--- src/rtl/transformer_pkg.sv ---
// Shared types for the transformer datapath plus the mha stream driver state set.
// Latency: n/a (types and constants only).
// Backpressure: n/a.
package transformer_pkg;

  localparam int SEQ    = 4;
  localparam int EMB    = 8;
  localparam int DATA_W = 16;

  typedef logic signed [DATA_W-1:0] elem_t;
  typedef elem_t [SEQ-1:0][EMB-1:0] seq_emb_t;

  typedef enum logic [1:0] {
    FILL  = 2'd0,
    ISSUE = 2'd1,
    WAIT  = 2'd2,
    DRAIN = 2'd3
  } mha_drv_state_e;

  localparam int MHA_DRV_IDX_W = $clog2(SEQ * EMB);
  localparam int SEQ_W         = (SEQ > 1) ? $clog2(SEQ) : 1;
  localparam int EMB_W         = (EMB > 1) ? $clog2(EMB) : 1;

endpackage

--- src/rtl/mha_seq_driver_seq_idx_ctr.sv ---
// Row-major (token, element) index counter for walking a seq_emb_t buffer.
// Latency: index updates the cycle after inc/clr; is_last/wrap are combinational.
// Backpressure: none; advances only when the owner asserts inc.
module seq_idx_ctr
  import transformer_pkg::*;
(
  input  logic             clk,
  input  logic             rst,
  input  logic             inc,
  input  logic             clr,
  output logic [SEQ_W-1:0] tok,
  output logic [EMB_W-1:0] elm,
  output logic             is_last,
  output logic             wrap
);

  assign is_last = (tok == SEQ_W'(SEQ - 1)) && (elm == EMB_W'(EMB - 1));
  assign wrap    = inc && is_last;

  // Step element first, then token; the final slot rolls back to (0,0).
  always_ff @(posedge clk) begin
    if (rst || clr) begin
      tok <= '0;
      elm <= '0;
    end else if (inc) begin
      if (elm == EMB_W'(EMB - 1)) begin
        elm <= '0;
        tok <= (tok == SEQ_W'(SEQ - 1)) ? '0 : tok + 1'b1;
      end else begin
        elm <= elm + 1'b1;
      end
    end
  end

endmodule

--- src/rtl/mha_seq_driver.sv ---
// Packs an element stream into one seq_emb_t, pulses mha, then replays mha's result as a stream.
// Latency: last input beat at cycle N -> mha_valid_in at N+1; result captured -> first m_valid next cycle.
// Backpressure: s_ready only in FILL; output holds m_data while m_ready is low. Optional macro MHA_DRV_TIMEOUT_EN.
module mha_seq_driver
  import transformer_pkg::*;
#(
  parameter int TIMEOUT_CYC = 1024
) (
  input  logic     clk,
  input  logic     rst,
  input  logic     s_valid,
  output logic     s_ready,
  input  elem_t    s_data,
  input  logic     s_last,
  output logic     mha_valid_in,
  output seq_emb_t mha_in_seq,
  input  logic     mha_valid_out,
  input  seq_emb_t mha_out_seq,
  output logic     m_valid,
  input  logic     m_ready,
  output elem_t    m_data,
  output logic     m_last,
  output logic     busy,
  output logic     err_len,
  output logic     err_stray,
  output logic     timeout
);

  mha_drv_state_e   state;
  seq_emb_t         in_buf;
  seq_emb_t         out_buf;

  logic [SEQ_W-1:0] fill_tok;
  logic [EMB_W-1:0] fill_elm;
  logic             fill_last;
  logic             fill_wrap;
  logic [SEQ_W-1:0] drain_tok;
  logic [EMB_W-1:0] drain_elm;
  logic             drain_last;
  logic             drain_wrap;

  logic s_fire;
  logic m_fire;
  logic early_last;

  assign s_fire     = s_valid && s_ready;
  assign m_fire     = m_valid && m_ready;
  assign early_last = s_fire && s_last && !fill_last;

  seq_idx_ctr u_fill_idx (
    .clk     (clk),
    .rst     (rst),
    .inc     (s_fire),
    .clr     (early_last),
    .tok     (fill_tok),
    .elm     (fill_elm),
    .is_last (fill_last),
    .wrap    (fill_wrap)
  );

  seq_idx_ctr u_drain_idx (
    .clk     (clk),
    .rst     (rst),
    .inc     (m_fire),
    .clr     (1'b0),
    .tok     (drain_tok),
    .elm     (drain_elm),
    .is_last (drain_last),
    .wrap    (drain_wrap)
  );

  assign mha_in_seq = in_buf;
  assign m_data     = out_buf[drain_tok][drain_elm];
  assign m_last     = m_valid && drain_last;
  assign busy       = (state != FILL) || (fill_tok != '0) || (fill_elm != '0);

  // Input buffer: write the accepted element; a short sequence zeroes every later slot.
  always_ff @(posedge clk) begin
    if (rst) begin
      in_buf <= '0;
    end else if (s_fire) begin
      if (early_last) begin
        for (int t = 0; t < SEQ; t++) begin
          for (int e = 0; e < EMB; e++) begin
            if ((SEQ_W'(t) > fill_tok) ||
                ((SEQ_W'(t) == fill_tok) && (EMB_W'(e) > fill_elm))) begin
              in_buf[t][e] <= '0;
            end
          end
        end
      end
      in_buf[fill_tok][fill_elm] <= s_data;
    end
  end

  // Output buffer: only a result arriving while waiting is kept.
  always_ff @(posedge clk) begin
    if (rst) begin
      out_buf <= '0;
    end else if ((state == WAIT) && mha_valid_out) begin
      out_buf <= mha_out_seq;
    end
  end

`ifdef MHA_DRV_TIMEOUT_EN
  localparam int TO_W = $clog2(TIMEOUT_CYC + 1);
  logic [TO_W-1:0] wait_cnt;
`else
  assign timeout = 1'b0;
`endif

  // Sequencer FSM with registered handshake outputs and sticky error flags.
  always_ff @(posedge clk) begin
    if (rst) begin
      state        <= FILL;
      s_ready      <= 1'b1;
      mha_valid_in <= 1'b0;
      m_valid      <= 1'b0;
      err_len      <= 1'b0;
      err_stray    <= 1'b0;
`ifdef MHA_DRV_TIMEOUT_EN
      timeout      <= 1'b0;
      wait_cnt     <= '0;
`endif
    end else begin
      mha_valid_in <= 1'b0;
      if (mha_valid_out && (state != WAIT)) begin
        err_stray <= 1'b1;
      end
      case (state)
        FILL: begin
          if (fill_wrap || (s_fire && s_last)) begin
            if (fill_last != s_last) begin
              err_len <= 1'b1;
            end
            state        <= ISSUE;
            s_ready      <= 1'b0;
            mha_valid_in <= 1'b1;
          end
        end
        ISSUE: begin
          state <= WAIT;
`ifdef MHA_DRV_TIMEOUT_EN
          wait_cnt <= '0;
`endif
        end
        WAIT: begin
          if (mha_valid_out) begin
            state   <= DRAIN;
            m_valid <= 1'b1;
          end
`ifdef MHA_DRV_TIMEOUT_EN
          else if (wait_cnt == TO_W'(TIMEOUT_CYC - 1)) begin
            timeout <= 1'b1;
            state   <= FILL;
            s_ready <= 1'b1;
          end else begin
            wait_cnt <= wait_cnt + 1'b1;
          end
`endif
        end
        DRAIN: begin
          if (drain_wrap) begin
            state   <= FILL;
            m_valid <= 1'b0;
            s_ready <= 1'b1;
          end
        end
        default: begin
          state   <= FILL;
          s_ready <= 1'b1;
          m_valid <= 1'b0;
        end
      endcase
    end
  end

endmodule

--- config.mk ---
export PLATFORM = sky130hd
export DESIGN_NAME = mha_seq_driver
export DESIGN_NICKNAME = d
export VERILOG_FILES = /design/src/rtl/transformer_pkg.sv /design/src/rtl/mha_seq_driver_seq_idx_ctr.sv /design/src/rtl/mha_seq_driver.sv
export SDC_FILE = /design/constraint.sdc
export NUM_CORES = 2
export LEC_CHECK = 0
export CAP_MARGIN = 20
export CORE_AREA = 2 2 419 421
export DETAILED_ROUTE_END_ITERATION = 10
export DIE_AREA = 0 0 421 423
export SYNTH_ARGS = -nofsm -noshare
export SYNTH_HDL_FRONTEND = slang
export SYNTH_SLANG_ARGS = --single-unit
--- constraint.sdc ---
create_clock -name clk -period 2.3 [get_ports clk]
set_input_delay 0.23 -clock clk [delete_from_list [all_inputs] [get_ports clk]]
set_output_delay 0.23 -clock clk [all_outputs]
set_load 0.05 [all_outputs]
; After elaboration in Yosys (flattened, before gate mapping)
; Index checks and enable logic that the tools add are counted.
[word_totals]
ff_bits = 1041
inputBits = 534
elab_cells = 267
[op_classes]
addsub = 4
order_cmp = 18
n_eq_ne = 15
muxes = 59
bitwise = 1
reduce_logical = 96
[ops]
columns = op, count
row1 = 512-bit 2-to-1 mux, 3
row2 = 16-bit 2-to-1 mux, 34
row3 = 512-bit bitwise mux, 1
row4 = 128-bit binary-select mux with 2-bit select, 1
row5 = 128-bit demux with 2-bit select, 1
row6 = 128-bit 2-to-1 mux, 2
row7 = 16-bit binary-select mux with 3-bit select, 1
row8 = 16-bit demux with 3-bit select, 1
row9 = 1-bit logical AND, 45
row10 = 1-bit logical OR, 36
row11 = "3-bit > comparator, first input constant", 4
row12 = 3-bit AND reduction, 4
row13 = 2-bit 2-to-1 mux, 5
row14 = "2-bit equality test, second input constant", 4
row15 = "3-bit by 4-bit < comparator with 1-bit output, second input constant", 2
row16 = "2-bit != test, second input constant", 4
row17 = 2-bit one-hot mux with 4 select lines, 1
row18 = 2-bit nonzero test, 4
row19 = "3-bit by 1-bit adder with 3-bit output, second input constant", 2
row20 = "3-bit equality test, second input constant", 2
row21 = "1-bit by 3-bit > comparator with 1-bit output, first input constant", 2
row22 = "2-bit by 3-bit > comparator with 1-bit output, first input constant", 2
row23 = "2-bit by 3-bit < comparator with 1-bit output, second input constant", 2
row24 = 3-bit 2-to-1 mux, 2
row25 = other kinds (17), 28

; Longest topological paths before layout
[depth]
word_depth = 8
ltp_mapped = 10
mapped_depth_nobuf = 7

; Hierarchy
; From an unflattened synthesis, not the netlist that was laid out.
[unflattened]
cells_unflattened = 4872
hier_area_um2 = 40699.0
[modules_own_cells]
columns = module, instances, cells_each, area_per_inst_um2
row1 = mha_seq_driver, 1, 4818, 40133.5
row2 = seq_idx_ctr, 2, 27, 282.8

; Least setup slack after synthesis
; No wires, ideal clock.
[synth_timing]
path_kind = register to register
from = register u_fill_idx.elm[1]
to = register in_buf (netlist bit mha_in_seq[373])
arrival_ns = 2.045
slack_ns = 0.127
path_stages_with_launch = 10
period_less_slack_ns = 2.173
path_cell_list = dfxtp_1 -> ha_1 -> ha_1 -> a21bo_2 -> buf_6 -> a2111oi_0 -> nor2_1 -> buf_2 -> a22oi_1 -> nor2_1
[synth_via]
elab_chain_cells = 8
elab_cells_between_ends = 19
classes_between = order compare (3) / eq/ne (1) / mux (9) / reduce/logical (6)
[synth_lines]
columns = element, line
row1 = "start, declared", mha_seq_driver_seq_idx_ctr.sv:12  ; output logic [EMB_W-1:0] elm,
row2 = "start signal, assigned", mha_seq_driver_seq_idx_ctr.sv:30  ; elm <= elm + 1'b1;
row3 = branches (longest 7 deep; another with 3-bit by 4-bit < comparator with 1-bit output), n/a
row4 = 512-bit bitwise mux *, mha_seq_driver.sv:92  ; in_buf[fill_tok][fill_elm] <= s_data;
row5 = "end signal, assigned by index", mha_seq_driver.sv:92
row6 = "end, declared", mha_seq_driver.sv:30  ; seq_emb_t in_buf;
; Every way passes the cells marked *. The select of a mux whose other input is x is not followed.
; A chain may end at the register's enable or synchronous reset.

; Worst setup path in the final report
[layout_timing]
from = register u_drain_idx.tok[0]
to = output m_data[8]
[layout_via]
elab_chain_cells = 4
[layout_lines]
columns = element, line
row1 = "start, declared", mha_seq_driver_seq_idx_ctr.sv:11  ; output logic [SEQ_W-1:0] tok,
row2 = "start signal, assigned", mha_seq_driver_seq_idx_ctr.sv:28  ; tok <= (tok == SEQ_W'(SEQ - 1)) ? '0 : tok + 1'b1;
row3 = 128-bit binary-select mux with 2-bit select, mha_seq_driver.sv:73  ; assign m_data = out_buf[drain_tok][drain_elm];
row4 = 128-bit 2-to-1 mux (not written as such), mha_seq_driver.sv:73
row5 = 16-bit binary-select mux with 3-bit select, mha_seq_driver.sv:73
row6 = 16-bit 2-to-1 mux (not written as such), mha_seq_driver.sv:73
row7 = "end, declared", mha_seq_driver.sv:21  ; output elem_t m_data,
; Every way passes these cells. The select of a mux whose other input is x is not followed.

==> flow_metrics.env <==
export IMPL_result_of_the_run="complete, but fails checks"
export IMPL_failing_checks="negative setup slack"
export IMPL_crit_chain="buf_6 > buf_16 > buf_4 > mux2i_4 > a22o_1 > nor3_4 > a31oi_4 > buf_6 > nand3_4 > buf_8"
export IMPL_htree_levels=3
export IMPL_power_ir_vdd_worst_mv=0.657
export IMPL_critPathSlowestCell="sky130_fd_sc_hd__dfxtp_4"
export IMPL_vias_in_the_first_global_route=41900
export IMPL_synth_avg_cell_area_um2=8.34
export IMPL_critical_path_max_fanout=6
export IMPL_io_buf_count=1068
export IMPL_cts_num_sinks=1041
export IMPL_syn_area_um2=40900
export IMPL_period_needed_ns=3.07
export IMPL_maxSlewViolCount=0
export IMPL_synth_area_leaders="sky130_fd_sc_hd__dfxtp_1, sky130_fd_sc_hd__nand2_1, sky130_fd_sc_hd__a21oi_1, sky130_fd_sc_hd__mux2i_1, sky130_fd_sc_hd__a22oi_1"
export IMPL_async_reset_ff_share_pct=0
export IMPL_max_freq_ghz=0.325
export IMPL_wl_mm=203
export IMPL_dieArea_um2=178000
export IMPL_chipHeight_um=423
export IMPL_synth_adder_area_share_pct=0.398
export IMPL_leakagePower_nw=22.1
export IMPL_report_final_setup_viol=17
export IMPL_core_region_area_um2=173000
export IMPL_cts_inserted_buffers=115
export IMPL_ant_nets=0
export IMPL_worst_setup_path_start_kind="register"
export IMPL_dpl_hpwl_mm=146
export IMPL_slowest_stage_delay_cp_ns=0.43
export IMPL_grt_start_max_net_pins=99
export IMPL_drt_pass1_iterations=5
export IMPL_clock_skew_ns=0.0271
export IMPL_synth_net_count=5447
export IMPL_arrival_time_of_data_at_the_critical_path_endpoint_ns=2.84
export IMPL_drt_iter0_drc=3418
export IMPL_power_density_nw_per_um2=714
export IMPL_synth_top_cell_area_share_pct=51.0
export IMPL_setup_repair_after_global_routing_missed_its_margin="true"
export IMPL_max_slew_margin_pct=44.7
export IMPL_finalNetCount=6870
export IMPL_final_instance_count_excl_fill=8745
export IMPL_synth_seq_cells=1041
export IMPL_site_rows=153
export IMPL_grt_resource_usage_total_pct=21.6
export IMPL_synth_edff_count=0
export IMPL_post_route_drc_count=0
export IMPL_fin_total_pwr_mw=46.6
export IMPL_avgRoutedWirePerCell_um=23.2
export IMPL_flow_area_growth_from_synthesis_pct=59.7
export IMPL_crit_required_ns=2.07
export IMPL_final_cell_mix="sky130_fd_sc_hd__nand2_1, sky130_fd_sc_hd__dfxtp_1, sky130_fd_sc_hd__clkdlybuf4s50_1"
export IMPL_num_vias=42100
export IMPL_complex_gate_fraction_of_the_synthesized_area_pct=18.0
export IMPL_postSynth_topFlopCell="sky130_fd_sc_hd__dfxtp_1"
export IMPL_final_common_cell="sky130_fd_sc_hd__nand2_1"
export IMPL_synth_top_area_cell="sky130_fd_sc_hd__dfxtp_1"
export IMPL_layout_drive_gt1_share_pct=12.3
export IMPL_hold_viol=0
export IMPL_critPathTopFamily="buffers and inverters"
export IMPL_final_period_utilization_pct=134
export IMPL_post_route_worst_setup_slack_ns=-0.773
export IMPL_dpl_cell_count=8150
export IMPL_synth_lib_cells_used_distinct=62
export IMPL_antenna_found_initial=15
export IMPL_fp_dieW_um=421
export IMPL_clock_latency_late_sink_ns=0.77
export IMPL_grt_overflow_total=0
export IMPL_cts_root_buffer_cell="sky130_fd_sc_hd__clkbuf_16"
export IMPL_hp_class="in -> reg"
export IMPL_pin_count=1070
export IMPL_critical_path_buf_inv_count=5
export IMPL_worst_slew_pin_slew_ns=0.830
export IMPL_synth_simple_area_share_pct=19.0
export IMPL_drv_max_cap_violation_count=0
export IMPL_post_synthesis_xor_xnor_area_fraction_pct=0
export IMPL_clk_transition_reported_paths_ns=0.06
export IMPL_finish_utilization_pct=37.7
export IMPL_grt_first_pass_wirelength_mm=288
export IMPL_crit_path_end_kind="output pin"
export IMPL_synth_mux_area_fraction_pct=6.88
export IMPL_synth_top_family_by_area="simple AND/OR/NAND/NOR gates"
export IMPL_criticalPathCategory="reg -> out"
export IMPL_clk_path_buf_depth=3
export IMPL_gp_routability_congestion=0.937
export IMPL_via_per_inst=4.81
export IMPL_postSynthCellCount=4900
export IMPL_synth_yosys_warnings=0
export IMPL_critical_path_most_common_cell="sky130_fd_sc_hd__buf_6"
export IMPL_synth_yosys_seq_area_share_pct=51.0
export IMPL_tritoncts="yes"
export IMPL_initial_utilization_pct=23.6
-- timing repair --
item / CTS / global route
endpoints found under the hold margin: 405 / 0
gates cloned: 10 / 3
hold buffers: 325 / 0
pin swaps: 57 / 40
setup buffers: 36 / 21
endpoints found under the setup margin: 179 / 197
gates resized for setup: 296 / 78
-- power breakdown --
part	leakage, nW	total (mW)	internal, mW	switching [mW]
sequential	8.40	19.5	18.9	0.605
clock	1.91	19.1	11.1	8.03
combinational	11.8	8.00	3.27	4.73
-- worst reg2reg max path: stages (launching register included) --
cell	delay, ns
sky130_fd_sc_hd__dfxtp_2	0.35
sky130_fd_sc_hd__ha_2	0.20
sky130_fd_sc_hd__ha_4	0.17
sky130_fd_sc_hd__a21bo_4	0.25
sky130_fd_sc_hd__buf_8	0.15
sky130_fd_sc_hd__nor2_4	0.15
sky130_fd_sc_hd__a32o_2	0.34
sky130_fd_sc_hd__buf_12	0.20
sky130_fd_sc_hd__mux2i_2	0.26
sky130_fd_sc_hd__nor2_1	0.06
-- final timing paths --
check	start	end	slack, ns	depth (start not counted)
max	u_drain_idx.tok[0]	m_data[8]	-0.77	10
min	mha_out_seq[380]	out_buf[380]	0.06	3
max reg2reg	u_fill_idx.elm[0]	mha_in_seq[43]	0.03	9
min reg2reg	mha_in_seq[58]	mha_in_seq[58]	0.45	2
-- metrics by stage --
step | TNS (ns) | worst slack (ns) | cell area (µm²) | hold WS [ns]
floorplan | 0 | 0.127 | 40900 | 0.366
global placement | -22.11 | -0.696 | 55700 | 0.438
finish | -11.94 | -0.773 | 65300 | 0.0624
CTS | -13.18 | -0.855 | 64700 | 0.000248
detailed placement | -18.21 | -0.708 | 55700 | 0.443
global route | -13.10 | -0.851 | 65300 | 0.0385
-- state kept, by name, summed over array words and instances (netlist names) --
| name | count |
|---|---|
| out_buf | 512 |
| mha_valid_in | 1 |
| s_ready | 1 |
| u_fill_idx.tok | 2 |
| state | 2 |
| mha_in_seq | 512 |
| u_fill_idx.elm | 3 |
| err_stray | 1 |
| u_drain_idx.tok | 2 |
| u_drain_idx.elm | 3 |
| m_valid | 1 |
| err_len | 1 |
-- logic make-up after synthesis --
family | after synthesis
AND/OR/NAND/NOR | 1911
AO/OA/AOI/OAI | 1204
flip-flops | 1041
buffers and inverters | 449
multiplexers | 281
adder cells (fa/ha/maj) | 13
other | 1
-- routing by layer --
layer	track usage (%)	share of wire, %
met2	38.4	50
met5	0	0.021
met3	4.75	6.7
met1	24.1	38
met4	11.4	5.2
-- Yosys cell counts (16+ instances only) --
cell type and n:
sky130_fd_sc_hd__nor2_1 311, sky130_fd_sc_hd__buf_2 88, sky130_fd_sc_hd__a21oi_1 737, sky130_fd_sc_hd__nor3_1 24
sky130_fd_sc_hd__a22oi_1 321, sky130_fd_sc_hd__buf_1 33, sky130_fd_sc_hd__clkbuf_1 300, sky130_fd_sc_hd__nand3_1 185
sky130_fd_sc_hd__nand4_1 19, sky130_fd_sc_hd__a31oi_1 16, sky130_fd_sc_hd__nor2b_1 22, sky130_fd_sc_hd__mux2i_1 280
sky130_fd_sc_hd__and2_1 20, sky130_fd_sc_hd__dfxtp_1 1041, sky130_fd_sc_hd__nand2_1 1278, sky130_fd_sc_hd__a22o_1 96
-- final cells by class --
class / count / area, µm²
multi-input combinational: 3410 / 19500
sequential: 1041 / 20900
clock inverter: 34 / 437
fill: 17300 / 108000
clock buffer: 173 / 3450
tap: 2325 / 2910
antenna: 7 / 17.5
inverter: 9 / 37.5
timing repair buffer: 1746 / 18000
No activity file was read; power rests on OpenSTA's default activity.
